## src/rtl/ttriger_pkg.sv

```systemverilog
// Shared types and helpers for the T flip-flop period meter.
// Measurement FSM states, default counter width, saturating increment.
package ttriger_pkg;

  localparam int CNT_W_DEF = 16;

  typedef enum logic [1:0] {
    IDLE = 2'd0,
    HIGH = 2'd1,
    LOW  = 2'd2
  } meas_state_t;

  function automatic logic [31:0] sat_inc(
    input logic [31:0] v,
    input logic [31:0] max
  );
    return (v >= max) ? max : v + 32'd1;
  endfunction

endpackage

```

## src/rtl/bit_synchronizer.sv

```systemverilog
// Multi-flop synchroniser for a single asynchronous bit.
// Chain resets to 0; output is the last stage.
module bit_synchronizer #(
  parameter int STAGES = 2
) (
  input  logic clk,
  input  logic rst_n,
  input  logic i_d,
  output logic o_q
);

  logic [STAGES-1:0] r_sync;

  always_ff @(posedge clk or negedge rst_n) begin
    if (!rst_n) begin
      r_sync <= '0;
    end else begin
      r_sync <= {r_sync[STAGES-2:0], i_d};
    end
  end

  assign o_q = r_sync[STAGES-1];

endmodule

```

## src/rtl/ttriger_period_meter.sv

```systemverilog
// Measures high/low time and period of a resynchronised toggle signal.
// Publishes one registered measurement per complete period.
module ttriger_period_meter
  import ttriger_pkg::*;
#(
  parameter int CNT_W       = CNT_W_DEF,
  parameter int SYNC_STAGES = 2
) (
  input  logic             clk,
  input  logic             rst,
  input  logic             q_in,
  input  logic             clr,
  output logic             meas_valid,
  output logic [CNT_W-1:0] high_cnt,
  output logic [CNT_W-1:0] low_cnt,
  output logic [CNT_W:0]   period,
  output logic             meas_ovf,
  output logic [CNT_W-1:0] edge_cnt
);

  localparam logic [CNT_W-1:0] CMAX = '1;
  localparam logic [CNT_W-1:0] ONE  = CNT_W'(1);

  logic             w_s;
  logic             r_s_d;
  logic             w_rise;
  logic             w_fall;
  meas_state_t      r_state;
  meas_state_t      w_next;
  logic [CNT_W-1:0] r_hcnt;
  logic [CNT_W-1:0] r_lcnt;
  logic             r_ovf;
  logic [CNT_W-1:0] w_hinc;
  logic [CNT_W-1:0] w_linc;

  bit_synchronizer #(
    .STAGES(SYNC_STAGES)
  ) u_sync (
    .clk  (clk),
    .rst_n(rst),
    .i_d  (q_in),
    .o_q  (w_s)
  );

  assign w_rise = w_s & ~r_s_d;
  assign w_fall = ~w_s & r_s_d;
  assign w_hinc = CNT_W'(sat_inc(32'(r_hcnt), 32'(CMAX)));
  assign w_linc = CNT_W'(sat_inc(32'(r_lcnt), 32'(CMAX)));

  always_comb begin
    w_next = r_state;
    unique case (r_state)
      IDLE:    if (w_rise) w_next = HIGH;
      HIGH:    if (w_fall) w_next = LOW;
      LOW:     if (w_rise) w_next = HIGH;
      default: w_next = IDLE;
    endcase
  end

  // clr clears everything except the synchroniser and s_d
  always_ff @(posedge clk or negedge rst) begin
    if (!rst) begin
      r_s_d      <= 1'b0;
      r_state    <= IDLE;
      r_hcnt     <= '0;
      r_lcnt     <= '0;
      r_ovf      <= 1'b0;
      meas_valid <= 1'b0;
      high_cnt   <= '0;
      low_cnt    <= '0;
      period     <= '0;
      meas_ovf   <= 1'b0;
      edge_cnt   <= '0;
    end else begin
      r_s_d <= w_s;
      if (clr) begin
        r_state    <= IDLE;
        r_hcnt     <= '0;
        r_lcnt     <= '0;
        r_ovf      <= 1'b0;
        meas_valid <= 1'b0;
        high_cnt   <= '0;
        low_cnt    <= '0;
        period     <= '0;
        meas_ovf   <= 1'b0;
        edge_cnt   <= '0;
      end else begin
        meas_valid <= 1'b0;
        r_state    <= w_next;
        if (w_rise || w_fall) begin
          edge_cnt <= edge_cnt + ONE;
        end
        unique case (r_state)
          IDLE: begin
            if (w_rise) begin
              r_hcnt <= ONE;
              r_ovf  <= 1'b0;
            end
          end
          HIGH: begin
            if (w_fall) begin
              r_lcnt <= ONE;
            end else begin
              r_hcnt <= w_hinc;
              if (r_hcnt == CMAX) r_ovf <= 1'b1;
            end
          end
          LOW: begin
            if (w_rise) begin
              high_cnt   <= r_hcnt;
              low_cnt    <= r_lcnt;
              period     <= {1'b0, r_hcnt} + {1'b0, r_lcnt};
              meas_ovf   <= r_ovf;
              meas_valid <= 1'b1;
              r_hcnt     <= ONE;
              r_ovf      <= 1'b0;
            end else begin
              r_lcnt <= w_linc;
              if (r_lcnt == CMAX) r_ovf <= 1'b1;
            end
          end
          default: ;
        endcase
      end
    end
  end

endmodule

```

## config.mk

```make
export PLATFORM = sky130hd
export DESIGN_NAME = ttriger_period_meter
export DESIGN_NICKNAME = d
export VERILOG_FILES = /design/src/rtl/ttriger_pkg.sv /design/src/rtl/bit_synchronizer.sv /design/src/rtl/ttriger_period_meter.sv
export SDC_FILE = /design/constraint.sdc
export NUM_CORES = 1
export LEC_CHECK = 0
export ABC_CLOCK_PERIOD_IN_PS = 3300
export CAP_MARGIN = 20
export CORE_ASPECT_RATIO = 1.1
export CORE_MARGIN = 8
export CORE_UTILIZATION = 40
export DETAILED_ROUTE_END_ITERATION = 16
export HOLD_SLACK_MARGIN = 0.05
export PLACE_DENSITY = 0.7
export SYNTH_ARGS = -nofsm -noshare
export SYNTH_HDL_FRONTEND = slang
export SYNTH_SLANG_ARGS = --single-unit
```

## constraint.sdc

```tcl
create_clock -name clk -period 3.3 [get_ports clk]
set_clock_uncertainty 0.15 [all_clocks]
set_input_delay 0.66 -clock clk [delete_from_list [all_inputs] [get_ports clk]]
set_output_delay 0.66 -clock clk [all_outputs]
set_load 0.1 [all_outputs]
```

==> metrics.md <==
| Metric | Value |
|---|---|
| Final-stage net count | `a little under 700` |
| DRT iter0 DRCs | `between 300 and 400` |
| Setup ws final | `around 0.69 ns` |
| DRC violations left | `0` |
| Die Ht | `140 um` |
| Final Hold Fails | `0` |
| # Post-CTS Setup Buffers | `0` |
| Post-place setup slack | `0.488 ns` |
| Number of global-route vias before repair | `4,522` |
| Core Util, Final | `48.0%` |
| Max clock buf depth | `2` |
| Seq cells post-synth | `105` |
| Number of flops mapped to enable cells by yosys | `0` |
| Count leader, synth | `dfrtp_1` |
| Core footprint | `13,700 um^2` |
| Clk Tree Root Cell | `clkbuf_16` |
| CP endpoint kind | `register` |
| Peak Freq | `383 MHz` |
| Global route overflow | `0` |
| Final setup fails | `0` |
| Routed len/inst | `16.2 um` |
| Sequential element share of the synthesized area | `46.9%` |
| Initial core utilization | `40.8%` |
| Worst EP required | `3.43 ns` |
| Power Dens Cells | `379 nW/um^2` |
| Max-Cap Viols | `0` |
| Vias per std cell | `between 5 and 6` |
| Input/output buffers | `70` |
| Maximum VDD drop | `approximately 240 uV` |
| RSZ-0062 raised after global routing | `false` |
| Initial antenna violation count | `0` |
| Worst-path clk slew | `0.07 ns` |
| Largest net degree at the start of global routing | `51` |
| Die area | `18,000 um^2` |
| Mapped Area | `about 5600 um^2` |
| Via count | `4,719` |
| Setup TNS | `0 ns` |
| Synth Instances | `599` |
| Reg2Reg Depth | `9` |
| Critical path launch point type | `register` |
| Io pins | `71` |
| Crit path kind | `reg -> reg` |
| Crit share post-route | `between 70% and 80%` |
| Worst-Margin Slew | `around 0.74 ns` |
| Placer Congestion | `0.904` |
| Detailed Route WL | `13,800 um` |
| Final Max Slew Viols | `0` |
| Reg2reg start | `r_lcnt[0]` |
| Site Rows | `45` |
| RR Endpoint | `period[14]` |
| Global-route wire length before repair | `23,000 um` |
| # diodes | `0` |
| Syn Area/Cell | `between 9 and 10 um^2` |
| Area after DPL | `approximately 6300 um^2` |
| Top cell type by total area after synthesis | `dfrtp_1` |
| Layout cells sized above 1 | `~17%` |
| Post-Syn Nets | `628` |
| Post-detailed-route count of antenna-violating nets | `0` |
| Synth warn | `0` |
| Area delta synth->final | `17.8%` |
| Synth cell count leaders | `105 x dfrtp_1, 78 x o21ai_0, 68 x nand2_1` |
| Worst-path maximum fanout | `7` |
| Post-synth cell types | `68` |
| Status | `completed` |
| Hold_ws | `around 0.19 ns` |
| Prevailing post-synth register cell | `dfrtp_1` |
| Max_slew headroom | `50.8%` |
| Worst min path class | `in -> async` |
| # resized after CTS | `0` |
| Flop2flop setup slack | `0.69 ns` |
| Post-DP HPWL | `10,200 um` |
| Share of the synthesized area in the top cell type | `between 40% and 50%` |
| CTS sink count | `105` |
| Critical Path AT | `2.74 ns` |
| LEAKAGE | `3.08 nW` |
| Cts-stage hold buffer count | `0` |
| Fin crit period | `2.61 ns` |
| Die Width | `129 um` |
| CTS buffer count | `9` |
| Synth area leaders | `dfrtp_1 47%, o21ai_0 7.0%, ha_1 5.4%, nand2_1 4.6%, a22o_1 4.2%` |
| First-pass detailed-route iteration total | `5` |
| CTS tree | `done` |
| Ys async rst share | `100%` |
| GRT Total Usage | `15.7%` |
| Design area | `~6600 um^2` |
| CTS H-tree depth | `3` |
| Worst-Skew Late Latency | `0.35 ns` |
[registers in the layout (all words and copies together), names as in the netlist]
| register | count |
|---|---|
| edge_cnt | 16 |
| r_state | 2 |
| r_s_d | 1 |
| meas_ovf | 1 |
| r_ovf | 1 |
| meas_valid | 1 |
| u_sync.r_sync | 2 |
| r_lcnt | 16 |
| high_cnt | 16 |
| low_cnt | 16 |
| period | 17 |
| r_hcnt | 16 |
[cells in the final DEF (no fill, tap or decap), drive strengths merged, types with 4 or more instances in the layout]
master,n
or3,5
ha,24
inv,25
clkbuf,11
o31ai,4
o21a,5
o21ai,84
dfrtp,105
nand3,27
buf,79
xor2,15
nor3,5
and4,7
or2,5
a21o,7
nand2,68
nand2b,4
a31oi,10
nand4,8
xnor2,7
nor2b,7
and3,5
nor2,40
a22o,27
a21oi,43
[critical path, cell delays in order, from the launching register on]
cell       delay (ns)
dfrtp_1          0.52
ha_1             0.25
inv_1            0.06
fa_1             0.39
nor2b_1          0.17
o2111ai_1        0.19
nand2_1          0.17
a21oi_1          0.12
a2111o_1         0.44
nand4_1          0.09
[final cells by class]
type / count / area, um^2
multi-input combinational: 439 / 2740
fill: 1329 / 7140
inverter: 25 / 93.8
clock inverter: 4 / 28.8
tap: 188 / 235
clock buffer: 11 / 243
timing repair buffer: 81 / 626
sequential: 105 / 2630
[cells by family after synthesis]
group	Yosys count	synth area share, %
muxes	2	0.357
xor gates and xnor gates	22	3.44
DFF	105	46.9
adders and majority gates	25	5.72
buffers and inverters	55	4.33
and+or+nand+nor	192	17.4
AOI/OAI and AO/OA	198	21.8
[how the worst max path moves through the flow]
stage / from / to / slack (ns)
after floorplan: edge_cnt[2] / edge_cnt[9] / 0.86
after global placement: clr / high_cnt[7] / 0.54
after detailed placement: clr / high_cnt[14] / 0.49
after CTS: r_lcnt[0] / period[14] / 0.73
after global routing: r_lcnt[0] / period[14] / 0.54
final: r_lcnt[0] / period[14] / 0.69
[power by group]
part           internal (mW)  leakage [nW]  total [mW]  switching (mW)
logic                 0.0533          1.50       0.189           0.135
clock network          0.530         0.128       0.994           0.464
registers               1.30          1.45        1.32          0.0178
[through the flow]
stage | std cells | power [mW]
2_1_floorplan | 599 | 1.45
3_3_place_gp | 838 | 1.53
3_5_place_dp | 838 | 1.53
4_1_cts | 853 | 2.53
5_1_grt | 853 | 2.60
6_report | 853 | 2.50
[per-layer routing]
metal	track usage, %	vias to the layer above	routed length [um]
met5	0	-	0
met2	25.0	146	6540
met1	20.1	2268	6130
met3	3.95	16	937
met4	5.51	0	222
li1	-	2289	-
Note: power is estimated with default switching activity, not from simulation.
